`src/rtl/umi_endpoint.sv`:
```
// umi_endpoint: UMI request endpoint bridging packets onto a simple local bus.
// Optional dropped-command counter enabled by defining UMI_ENDPOINT_ERRCNT_EN.
module umi_unpack #(
  parameter int AW = 64,
  parameter int PW = 256,
  parameter int DW = 64
) (
  input  logic [PW-1:0] packet,
  output logic          cmd_read,
  output logic          cmd_write,
  output logic          cmd_write_ack,
  output logic          cmd_atomic,
  output logic          cmd_invalid,
  output logic [3:0]    cmd_size,
  output logic [19:0]   cmd_user,
  output logic [AW-1:0] dstaddr,
  output logic [AW-1:0] srcaddr,
  output logic [DW-1:0] data
);
  // Opcodes: 00 invalid, 01 read, 03 posted write, 05 acked write,
  // x9 atomic; anything else is an unsupported command.
  logic [7:0]  op;
  logic [63:0] dst64;
  logic [63:0] src64;
  logic [63:0] dat64;
  logic        unused_pad;

  assign op            = packet[7:0];
  assign cmd_invalid   = (op == 8'h00);
  assign cmd_read      = (op == 8'h01);
  assign cmd_write     = (op == 8'h03) | (op == 8'h05);
  assign cmd_write_ack = (op == 8'h05);
  assign cmd_atomic    = (op[3:0] == 4'h9);
  assign cmd_size      = packet[11:8];
  assign cmd_user      = packet[31:12];

  assign dst64 = {packet[255:224], packet[63:32]};
  assign src64 = {packet[223:192], packet[95:64]};
  assign dat64 = packet[159:96];

  assign dstaddr = dst64[AW-1:0];
  assign srcaddr = src64[AW-1:0];
  assign data    = dat64[DW-1:0];

  assign unused_pad = ^packet[191:160];
endmodule

module umi_endpoint #(
  parameter int         AW      = 64,
  parameter int         PW      = 256,
  parameter int         DW      = 64,
  parameter logic [7:0] RESP_OP = 8'h02
) (
  input  logic          clk,
  input  logic          nreset,
  input  logic          umi_in_valid,
  input  logic [PW-1:0] umi_in_packet,
  output logic          umi_in_ready,
  output logic          umi_out_valid,
  output logic [PW-1:0] umi_out_packet,
  input  logic          umi_out_ready,
  output logic [AW-1:0] loc_addr,
  output logic          loc_write,
  output logic          loc_read,
  output logic [DW-1:0] loc_wrdata,
  input  logic [DW-1:0] loc_rddata,
  input  logic          loc_ready,
  output logic [15:0]   err_count
);
  typedef enum logic [1:0] {
    S_IDLE,
    S_ACCESS,
    S_RESP
  } state_t;

  state_t state_q, state_d;

  logic          cmd_read;
  logic          cmd_write;
  logic          cmd_write_ack;
  logic          cmd_atomic;
  logic          cmd_invalid;
  logic [3:0]    cmd_size;
  logic [19:0]   cmd_user;
  logic [AW-1:0] dstaddr;
  logic [AW-1:0] srcaddr;
  logic [DW-1:0] data;

  logic [AW-1:0] addr_q;
  logic [AW-1:0] src_q;
  logic [DW-1:0] data_q;
  logic [3:0]    size_q;
  logic [19:0]   user_q;
  logic          rd_q;
  logic          ack_q;
  logic [PW-1:0] resp_q;
  logic [PW-1:0] resp_d;

  logic cap_req;
  logic cap_rsp;
  logic drop;
  logic unused_dec;

  umi_unpack #(
    .AW(AW),
    .PW(PW),
    .DW(DW)
  ) u_unpack (
    .packet       (umi_in_packet),
    .cmd_read     (cmd_read),
    .cmd_write    (cmd_write),
    .cmd_write_ack(cmd_write_ack),
    .cmd_atomic   (cmd_atomic),
    .cmd_invalid  (cmd_invalid),
    .cmd_size     (cmd_size),
    .cmd_user     (cmd_user),
    .dstaddr      (dstaddr),
    .srcaddr      (srcaddr),
    .data         (data)
  );

  // Atomics and invalids fall into the generic drop path.
  assign unused_dec = cmd_atomic ^ cmd_invalid;

  // Next state, handshakes and local strobes.
  always_comb begin
    state_d       = state_q;
    umi_in_ready  = 1'b0;
    umi_out_valid = 1'b0;
    loc_read      = 1'b0;
    loc_write     = 1'b0;
    cap_req       = 1'b0;
    cap_rsp       = 1'b0;
    drop          = 1'b0;
    unique case (state_q)
      S_IDLE: begin
        umi_in_ready = 1'b1;
        if (umi_in_valid) begin
          if (cmd_read | cmd_write) begin
            cap_req = 1'b1;
            state_d = S_ACCESS;
          end else begin
            drop = 1'b1;
          end
        end
      end
      S_ACCESS: begin
        loc_read  = rd_q;
        loc_write = ~rd_q;
        if (loc_ready) begin
          if (rd_q | ack_q) begin
            cap_rsp = 1'b1;
            state_d = S_RESP;
          end else begin
            state_d = S_IDLE;
          end
        end
      end
      S_RESP: begin
        umi_out_valid = 1'b1;
        if (umi_out_ready) begin
          state_d = S_IDLE;
        end
      end
      default: state_d = S_IDLE;
    endcase
  end

  // Response packet: source/destination swapped back to the requester.
  always_comb begin
    logic [63:0] s64;
    logic [63:0] d64;
    logic [63:0] r64;
    s64 = 64'(src_q);
    d64 = 64'(addr_q);
    r64 = rd_q ? 64'(loc_rddata) : 64'h0;
    resp_d            = '0;
    resp_d[7:0]       = RESP_OP;
    resp_d[11:8]      = size_q;
    resp_d[31:12]     = user_q;
    resp_d[63:32]     = s64[31:0];
    resp_d[255:224]   = s64[63:32];
    resp_d[95:64]     = d64[31:0];
    resp_d[223:192]   = d64[63:32];
    resp_d[159:96]    = r64;
  end

  // State register.
  always_ff @(posedge clk) begin
    if (!nreset) begin
      state_q <= S_IDLE;
    end else begin
      state_q <= state_d;
    end
  end

  // Request fields and held response.
  always_ff @(posedge clk) begin
    if (!nreset) begin
      addr_q <= '0;
      src_q  <= '0;
      data_q <= '0;
      size_q <= '0;
      user_q <= '0;
      rd_q   <= 1'b0;
      ack_q  <= 1'b0;
      resp_q <= '0;
    end else begin
      if (cap_req) begin
        addr_q <= dstaddr;
        src_q  <= srcaddr;
        data_q <= data;
        size_q <= cmd_size;
        user_q <= cmd_user;
        rd_q   <= cmd_read;
        ack_q  <= cmd_write_ack;
      end
      if (cap_rsp) begin
        resp_q <= resp_d;
      end
    end
  end

  assign loc_addr       = addr_q;
  assign loc_wrdata     = data_q;
  assign umi_out_packet = resp_q;

`ifdef UMI_ENDPOINT_ERRCNT_EN
  logic [15:0] err_q, err_d;

  // Saturating count of dropped commands.
  always_comb begin
    err_d = err_q;
    if (drop && (err_q != 16'hFFFF)) begin
      err_d = err_q + 16'd1;
    end
  end

  // Counter register.
  always_ff @(posedge clk) begin
    if (!nreset) begin
      err_q <= 16'h0000;
    end else begin
      err_q <= err_d;
    end
  end

  assign err_count = err_q;
`else
  logic unused_drop;
  assign unused_drop = drop;
  assign err_count   = 16'h0000;
`endif
endmodule

```
`config.mk`:
```
export PLATFORM = sky130hd
export DESIGN_NAME = umi_endpoint
export DESIGN_NICKNAME = d
export VERILOG_FILES = /design/src/rtl/umi_endpoint.sv
export SDC_FILE = /design/constraint.sdc
export NUM_CORES = 1
export LEC_CHECK = 0
export CORE_AREA = 2 2 283 285
export CTS_BUF_LIST = sky130_fd_sc_hd__clkbuf_2 sky130_fd_sc_hd__clkbuf_4 sky130_fd_sc_hd__clkbuf_8
export DETAILED_ROUTE_END_ITERATION = 8
export DIE_AREA = 0 0 285 287
export DONT_BUFFER_PORTS = 1
export PLACE_DENSITY_LB_ADDON = 0.12
export RECOVER_POWER = 100
export SYNTH_ARGS = -nofsm -noshare
export SYNTH_HDL_FRONTEND = slang
export SYNTH_SLANG_ARGS = --single-unit
```
`constraint.sdc`:
```
create_clock -name clk -period 4.08 [get_ports clk]
set_clock_uncertainty 0.05 [all_clocks]
set_input_delay 0.408 -clock clk [delete_from_list [all_inputs] [get_ports clk]]
set_output_delay 0.408 -clock clk [all_outputs]
set_load 0.01 [all_outputs]
```
Yosys cells after proc, flatten, opt, wreduce, memory -nomap -nowiden
Index checks and enable logic that the tools add are counted.
- register bits: 437
- bits in latches: 0
- bits in writable memories: 0
- memory bits (read-only): 0
- input port bits: 325
- word-level logic and storage cells: 41
- memories: 0
- add/sub/neg operators: 0
- multipliers: 0
- div/mod/pow operators: 0
- $lt $le $gt $ge: 0
- equal/unequal tests: 9
- shifts and indexed selects: 0
- multiplexer cells: 17
- bitwise gates (word level): 4
- reductions and logical operators: 2
- operator list (operator ; count):
    $mux W64 ; 1
    $mux W1 ; 10
    $mux W2 ; 5
    $eq A8 B1 Y1 const B ; 1
    $eq A8 B2 Y1 const B ; 1
    $eq A8 B3 Y1 const B ; 1
    $ne A2 B2 Y1 const B ; 4
    $pmux W2 S3 ; 1
    $reduce_and A4 Y1 ; 1
    $or A1 B1 Y1 ; 3
    $eq A2 B1 Y1 const B ; 1
    $eq A2 B2 Y1 const B ; 1
    $logic_not A2 Y1 ; 1
    $not A1 Y1 ; 1

Longest topological paths before layout
Gate-level depths: netlist of the first run.
- depth in word-level cells: 6
- mapped depth: 7
- depth with buffers taken out: 3

Modules after synthesis
From an unflattened synthesis of the first run, not the netlist that was laid out.
- cells, all modules: 2085
- area total of the unflattened synthesis: 19237.2 um^2
- by module, submodules not included (module ; times used ; cells an instance ; area an instance (um^2) ; sequential area each (um^2)):
    umi_endpoint ; 1 ; 1858 ; 17541.8 ; 8748.4
    umi_unpack ; 1 ; 227 ; 1695.4 ; 0.0

Worst setup path before layout of the first run
Ideal clock, no wire load.
- path type: input port to flip-flop
- from: in umi_in_packet[5]
- to: reg addr_q[11], in the netlist loc_addr[11]
- setup time: 132 ps
- arrival: 1504 ps
- required time: 3898 ps
- setup slack: 2394 ps
- stages on the path: 6
- path buffers: 3
- cells stage by stage: or3_1 > buf_6 > buf_6 > buf_2 > o31ai_1 > a21oi_1
- cells in the longest elaborated chain, start to end: 6
- elaborated cells between the ends (all ways): 8
- classes of those cells: eq/ne (3); mux (3); bitwise (2)
- ends and longest elaborated chain (what ; RTL line ; RTL):
    from (decl) ; 57 ; input logic [PW-1:0] umi_in_packet,
    $eq A8 B2 Y1 / $eq A8 B3 Y1 (equally long branches) ; 31 ; assign cmd_write = (op == 8'h03) | (op == 8'h05);
    $or A1 B1 Y1 ; 31 ;
    $or A1 B1 Y1 * ; 139 ; if (cmd_read | cmd_write) begin
    $mux W1 * ; 139 ;
    $mux W1 * ; 138 ; if (umi_in_valid) begin
    $mux W1 * ; 135 ; unique case (state_q)
    to (signal assigned) ; 210 ; addr_q <= dstaddr;
    to (decl) ; 89 ; logic [AW-1:0] addr_q;
Mark *: on every way between the ends. The rest lies on a longest branch, timed or not.
A chain may end at the register's enable or synchronous reset.

Worst setup path in the final report of the first run
- from: reg rd_q
- to: reg state_q[1]
- cells in the longest elaborated chain, start to end: 4
- ends and longest elaborated chain (what ; RTL line ; RTL):
    from (decl) ; 94 ; logic rd_q;
    from (signal assigned) ; 215 ; rd_q <= cmd_read;
    $or A1 B1 Y1 ; 151 ; if (rd_q | ack_q) begin
    $mux W2 ; 151 ;
    $mux W2 ; 150 ; if (loc_ready) begin
    $pmux W2 S3 ; 135 ;
    to (signal assigned) ; 193 ; state_q <= state_d;
    to (decl) ; 76 ; state_t state_q, state_d;
Every way passes these cells. The select of a mux whose other input is x is not followed.

==> results.cfg, run 1 <==
[route]
first_pass_iters = 7
wire_per_inst_um = 23.69
vias = 17470
ant_nets = 0
routed_wl_um = 79350
initialDrtViolationCount = 1062
viasPerCell = 5.216
drc = 0

[floorplan]
std_cell_rows = 103
die_w_um = 285
start_util = 0.2340
die_h_um = 287
ioPinCount = 729
dieArea_um2 = 81800
fp.coreArea_um2 = 78610

[timing]
fmax_ghz = 0.3360
final.min_clock_period_ns = 2.976
fin_setup_tns_ns = 0
grt_setup_unrepaired = no
setup_violations = 0
hold_violations = 0
worstMarginPinSlew_ns = 1.823
max_slew_margin = -0.2151
maxSlewViolCount = 109
period_share = 0.7294

[synthesis]
synth.largest_area_cell = dfxtp_1
synth_top_cells_by_count = dfxtp_1, a21oi_1, nand4_1, o21ai_0, o31ai_1
synth.distinct_cells = 33
syn_area_um2 = 18390
synth_edf_count = 0
ys_warn_count = 0
synth-seq-cells = 437
synth_most_common_cell = dfxtp_1
synth_cells = 2164
synthArstFlopShare = 0
synth_ff_type = dfxtp_1
yosys-top-cells-area = dfxtp_1, a21oi_1, o31ai_1
synth_top_area_frac = 0.4756
yosysSeqAreaShare = 0.4756
avgSynthCellArea_um2 = 8.500

[critical_path]
crit_path_start_kind = flip-flop
path_cells = nor2_2 > buf_12 > nor2_1 > o21a_1 > dlygate4sd3_1
end_kind = flip-flop
cp.depth = 5
cp_slowest_cell = nor2_2
cp.arrival_ns = 3.48
reg2reg_slack_ns = 1.10
crit_type = flip-flop to flip-flop
path_delay_family = simple AND/OR/NAND/NOR gates
cp.required_ns = 4.58
cp_num_buf_inv = 2
reg2reg_depth = 5
critPathMaxStageDelay_ns = 1.21
worst-path-max-fanout = 63

[clock_network]
cts_made_buffers = 86
cts.sinks = 437
cts_max_level = 3
post_cts_buffers = 0
clockBufferDepth = 3
postCtsHoldBufs = 286
clockRootBuffer = clkbuf_8
path_clk_slew_ns = 0.07
ctsResizeCount = 0
tritoncts = done
clk-insertion-delay-late_ns = 0.67

[place]
placed_cell_area_um2 = 18360
place_hpwl_um = 48580
numPortBuffers = 0
gp_congestion = 0.8378

[run_status]
failed_checks = capacitance limit, slew limit
status = finished, violations left

[finish]
drive_above_1_share = 0.08794
fill_cells = 8422
design_area_um2 = 23000
area_growth_pct = 25.03
fin_nets = 2561

[global_route]
grt_max_degree = 161
grt_pass1_wl_um = 116400
grt-ovfl-total = 0
antenna_found_initial = 10
grt_pass1_vias = 17220
grt_usage = 0.1826

[worst_hold_path]
min_path_type = primary input to flip-flop
holdPathStages = 4

[power]
ir_drop_mv = 0.2741
power_density_nw_per_um2 = 418.5
power.leakage_nw = 7.109

[flow_run]
max_cap_viol_count = 2
[cells by family after synthesis]
family                 share of synthesized area
DFF                                       0.4756
other                                  0.0002039
and+or+nand+nor                           0.1359
buffers and inverters                     0.1205
AOI/OAI and AO/OA                         0.2666
muxes                                   0.001088
[where the power goes]
group / leakage (nW) / switching (W) / total (W) / internal (W)
Sequential: 3.52 / 0.00000806 / 0.00428 / 0.00428
Clock: 0.975 / 0.00202 / 0.00474 / 0.00272
Combinational: 2.62 / 0.000368 / 0.000599 / 0.000231
[cell type report]
class                           count  area [µm²]  area share
Inverter                            2       15.01   0.0006529
Multi-Input combinational cell   1379        7669      0.3335
Antenna cell                        3       7.507   0.0003264
Timing Repair Buffer              330        3425      0.1489
Clock inverter                     14       148.9    0.006474
Tap cell                         1050        1314     0.05713
Clock buffer                      135        1670     0.07263
Sequential cell                   437        8748      0.3804
[metal layers]
metal	part of all wire	wire length, µm	track usage
met1	0.40	31830	0.2213
met2	0.48	38430	0.3056
met3	0.086	6841	0.05857
met4	0.028	2199	0.05982
met5	0.00060	48	0
[worst paths after layout]
| check | from | to |
|---|---|---|
| setup reg to reg | rd_q | state_q[1] |
| hold / removal | umi_in_packet[6] | user_q[12] |
| hold reg to reg | user_q[5] | umi_out_packet[17] |
| setup / recovery | rd_q | state_q[1] |
[worst register-to-register path: cells and delay by family, from the launching register on]
family,cells,cell delay (ns)
simple gates,2,1.32
buf+inv,2,0.90
flops,1,0.37
compound gates,1,0.22
[placed cells by master, fill, tap and decap left out, drive strengths merged, types with 2 or more instances in the layout]
cell	netlist	final
nor2b	2	2
buf	238	42
nand2	66	66
clkbuf	162	137
inv	2	6
or3	2	2
and3b	2	2
nand3b	2	2
clkinv	0	8
o21a	2	2
nor3	3	3
nand4	216	216
bufinv	0	2
nand3	152	152
dlygate4sd3	0	286
o21ai	216	216
mux2i	2	2
conb	1	55
o31ai	216	216
nor2	3	3
dfxtp	437	437
a21oi	432	432
diode	0	3
[sequential cells by signal, indices dropped and copies added (netlist names)]
name	count
loc_wrdata	64
ack_q	1
user_q	20
state_q	2
umi_out_packet	217
rd_q	1
size_q	4
loc_addr	64
src_q	64
[stage by stage]
| step | cells | power, W | hold slack (ns) | setup WS (ns) | utilization |
|---|---|---|---|---|---|
| global placement | 2912 | 0.004730 | 0.3996 | 1.404 | 0.2336 |
| CTS | 3347 | 0.009816 | 0.09611 | 1.380 | 0.2931 |
| global route | 3350 | 0.01003 | 0.1608 | 0.8476 | 0.2925 |
| finish | 3350 | 0.009624 | 0.1506 | 1.104 | 0.2925 |
| floorplan | 2218 | 0.004670 | 0.3940 | 2.394 | - |
| detailed placement | 2912 | 0.004733 | 0.4043 | 1.376 | 0.2336 |
No activity file was read; power rests on OpenSTA's default activity.
==> run 2: changes to the inputs <==
- clock period: 4.08 -> 2.56 ns (I/O delays scaled with it)
==> results.cfg, run 2 (synthesized netlist as in run 1, its figures left out) <==
[run_status]
status = completed

[place]
placed_cell_area_um2 = 18620
gp_congestion = 0.8220
numPortBuffers = 0
dp.cells = 2923
place_hpwl_um = 49380

[route]
wl_met2_um = 39560
ant_nets = 0
viasPerCell = 5.165
first_pass_iters = 8
wl_met1_um = 32990
dr_wl_met3_um = 6600
drc = 0
top_layer = met5
vias = 18200
initialDrtViolationCount = 920
routed_wl_um = 81440
wire_per_inst_um = 23.12

[global_route]
grt_pass1_vias = 18100
grt_usage = 0.1852
grt_max_degree = 129
grt_pass1_wl_um = 118400
antenna_found_initial = 8
grt-ovfl-total = 0

[timing]
fin_setup_tns_ns = 0
period_share = 0.9571
hold_violations = 0
maxSlewViolCount = 0
setup_violations = 0
fmax_ghz = 0.4081
worstMarginPinSlew_ns = 0.9224
grt_setup_unrepaired = no
max_slew_margin = 0.3851
final.min_clock_period_ns = 2.450

[flow_run]
max_cap_viol_count = 0

[floorplan]
dieArea_um2 = 81800
std_cell_rows = 103
fp.coreArea_um2 = 78610
start_util = 0.2340
ioPinCount = 729
die_h_um = 287
die_w_um = 285

[finish]
mostFrequentLayoutCells = dfxtp_1, dlygate4sd3_1, a21oi_1
fin_util = 0.3157
fin_cells = 3523
drive_above_1_share = 0.09080
area_growth_pct = 34.92
fin_nets = 2721
design_area_um2 = 24820
largest_register_ffs = 217
final_common_cell = dfxtp_1

[critical_path]
worst-path-max-fanout = 73
r2r_end = loc_wrdata[8]
crit_path_start_kind = flip-flop
reg2reg_slack_ns = 0.11
cp.arrival_ns = 3.01
reg2reg_depth = 6
cp_num_buf_inv = 3
critPathMaxStageDelay_ns = 0.62
crit_type = flip-flop to flip-flop
path_delay_family = buffers and inverters
end_kind = flip-flop
path_cells = a211oi_4 > clkbuf_1 > buf_12 > nand4_1 > dlygate4sd3_1 > a21oi_1
rr_startpoint = state_q[0]
cp_slowest_cell = dlygate4sd3_1
cp.required_ns = 3.12

[worst_hold_path]
min_path_type = primary input to flip-flop
min_delay_worst_endpoint = src_q[32]
holdPathStages = 4
hold_start = umi_in_packet[6]

[clock_network]
cts.sinks = 437
tritoncts = done
cts_made_buffers = 85
cts_max_level = 3
clockRootBuffer = clkbuf_8
clockBufferDepth = 3
clk-insertion-delay-late_ns = 0.67
path_clk_slew_ns = 0.06

[power]
power_density_nw_per_um2 = 630.1
power.leakage_nw = 7.607
ir_drop_mv = 0.3194
==> run 2: timing repair <==
item / in CTS / in global routing
gates resized for setup: 0 / 1
setup endpoints to repair: 0 / 2
endpoints found under the hold margin: 296 / 0
setup buffers: 0 / 2
hold buffers: 433 / 0
==> run 2: through the flow <==
step | setup slack (ns) | hold WS, ns | power, W
3_3_place_gp | 0.5714 | 0.3297 | 0.007569
4_1_cts | 0.08614 | 0.004329 | 0.01589
3_5_place_dp | 0.5201 | 0.3330 | 0.007573
6_report | 0.1098 | 0.08179 | 0.01564
2_1_floorplan | 1.000 | 0.3235 | 0.007442
5_1_grt | 0.02046 | 0.04154 | 0.01624
==> run 2: how the worst max path moves through the flow <==
stage               slack [ns]             start  cells after the start            endpoint
floorplan                 1.00        state_q[1]                      7      loc_wrdata[37]
detailed placement        0.52  umi_in_packet[5]                      4      loc_wrdata[25]
global route              0.02              rd_q                      4  umi_out_packet[50]
finish                    0.11        state_q[0]                      6       loc_wrdata[8]
global placement          0.57  umi_in_packet[5]                      4           src_q[35]
CTS                       0.09        state_q[0]                      6           src_q[33]
==> run 2: cell type report <==
type	count	area [µm²]
antenna	6	15.01
clock buffer	145	1758
sequential	437	8748
clock inverter	13	143.9
tap	1050	1314
inverter	2	15.01
timing repair buffer	491	5120
multi-input combinational	1379	7704
fill	8294	53800
==> run 2: routing by layer <==
layer / global-route usage / up-vias
li1: - / 8332
met1: 0.2212 / 9008
met2: 0.3138 / 716
met3: 0.05841 / 135
met4: 0.06296 / 6
met5: 0 / -
==> run 2: power by group <==
group	total, W	internal, W	switching (W)	leakage, nW
Combinational	0.00101	0.000403	0.000608	3.08
Clock	0.00780	0.00446	0.00334	1.01
Sequential	0.00683	0.00681	0.0000129	3.52
==> run 2: worst register-to-register path: cells and delay by family, from the launching register on <==
family / cells / cell delay, ns
AOI/OAI and AO/OA: 2 / 0.47
buffers and inverters: 3 / 1.10
DFF: 1 / 0.44
and+or+nand+nor: 1 / 0.32
==> run 3: changes to the inputs <==
- REMOVE_ABC_BUFFERS: unset -> 1
==> results.cfg, run 3 (synthesized netlist as in run 1, its figures left out) <==
[run_status]
status = completed

[critical_path]
cp.required_ns = 3.11
reg2reg_depth = 5
end_kind = flip-flop
cp_num_buf_inv = 2
crit_path_start_kind = flip-flop
rr_startpoint = state_q[1]
setup.worst_path.start = state_q[1]
path_cells = a211oi_4 > buf_12 > nand4_1 > dlygate4sd3_1 > a21oi_1
cp.depth = 5
path_delay_family = buffers and inverters
crit_type = flip-flop to flip-flop
critPathMaxStageDelay_ns = 0.61
worst-path-max-fanout = 91
cp_slowest_cell = dlygate4sd3_1
cp.arrival_ns = 2.93

[worst_hold_path]
min_path_type = primary input to flip-flop
hold_start = loc_ready
holdPathStages = 3

[timing]
hold_violations = 0
grt_setup_unrepaired = no
period_share = 0.9315
whs_ns = 0.07341
maxSlewViolCount = 0
fmax_ghz = 0.4193
max_slew_margin = 0.2522
worstMarginPinSlew_ns = 1.122
fin_setup_tns_ns = 0
setup_violations = 0
final.min_clock_period_ns = 2.385

[route]
first_pass_iters = 5
viasPerCell = 5.192
wire_per_inst_um = 21.52
initialDrtViolationCount = 1044
vias = 17940
drc = 0
routed_wl_um = 74360
ant_nets = 0

[finish]
area_growth_pct = 31.39
largest_register_ffs = 217
final_common_cell = dfxtp_1
mostFrequentLayoutCells = dfxtp_1, a21oi_1, dlygate4sd3_1
design_area_um2 = 24170
fin_cells = 3455
fin_nets = 2661
drive_above_1_share = 0.08746

[floorplan]
dieArea_um2 = 81800
start_util = 0.2340
fp.coreArea_um2 = 78610
ioPinCount = 729
die_h_um = 287
std_cell_rows = 103
die_w_um = 285

[clock_network]
cts_max_level = 3
tritoncts = done
clk-insertion-delay-late_ns = 0.68
clockRootBuffer = clkbuf_8
cts_made_buffers = 85
clockBufferDepth = 3
path_clk_slew_ns = 0.06
post_cts_buffers = 0
cts.sinks = 437

[power]
ir_drop_mv = 0.4276
power.share.clock = 0.501
finalPower_w = 0.01564
internal_power_w = 0.01182
p_seq_frac = 0.437
switchingPower_w = 0.003819
power_density_nw_per_um2 = 647.0
p_comb_frac = 0.062
p_sw_frac = 0.2442
power.leakage_nw = 7.348

[place]
place_hpwl_um = 43830
dp.cells = 2923
numPortBuffers = 0
placed_cell_area_um2 = 18590
gp_congestion = 0.8221

[global_route]
grt_pass1_wl_um = 111300
grt-ovfl-total = 0
grt_pass1_vias = 18270
grt_usage = 0.1706
grt_max_degree = 144
antenna_found_initial = 4

[flow_run]
max_cap_viol_count = 0
## run 3: changes by cell type in the layout (fill, tap and decap cells not counted), sizes merged
cell         delta
inv             -2
bufinv          +2
diode           -2
buf            -11
clkbuf          +1
dlygate4sd3    -57
clkinv          +1
## run 3: layout make-up
type / instances / area (µm²)
fillers: 8316 / 54440
flip-flops and latches: 437 / 8748
multi-input cells: 1379 / 7702
repair buffers: 431 / 4456
clock buffers: 138 / 1743
well taps: 1050 / 1314
clock inverters: 14 / 180.2
inverters: 2 / 15.01
diodes: 4 / 10.01
## run 3: final timing paths
kind                               to  slack, ns
hold / removal    umi_out_packet[148]       0.07
setup / recovery         loc_addr[50]       0.18
setup reg to reg         loc_addr[50]       0.18
hold reg to reg   umi_out_packet[251]       0.38
## run 3: routing by layer
metal	wire (µm)	global-route usage
met5	0	0
met2	35880	0.2911
met3	6912	0.05929
met1	29240	0.1945
met4	2330	0.06950
## run 3: worst register-to-register path, delay by kind of cell (launching register included)
family,cells,cell delay [ns]
buffers and inverters,2,0.96
flip-flops,1,0.43
AO/OA/AOI/OAI,2,0.49
AND/OR/NAND/NOR,1,0.38
## run 3: repair_timing
action | 4_1_cts | 5_1_grt
gates resized for setup | 0 | 1
endpoints found under the setup margin | 0 | 1
hold buffers | 376 | 0
endpoints found under the hold margin | 313 | 0
## run 3: power by group through the flow
stage | Clock [W] | Sequential (W) | Combinational, W
6_report | 0.00784 | 0.00683 | 0.000969
5_1_grt | 0.00846 | 0.00682 | 0.00102
3_5_place_dp | 0 | 0.00697 | 0.000591
3_3_place_gp | 0 | 0.00697 | 0.000590
2_1_floorplan | 0 | 0.00697 | 0.000307
4_1_cts | 0.00813 | 0.00683 | 0.000978
## run 3: per-stage QoR
| step | worst slack, ns | utilization |
|---|---|---|
| floorplan | -14.07 | - |
| CTS | 0.1386 | 0.3088 |
| detailed placement | 0.5968 | 0.2365 |
| global route | 0.02488 | 0.3074 |
| global placement | 0.6236 | 0.2365 |
| finish | 0.1753 | 0.3074 |
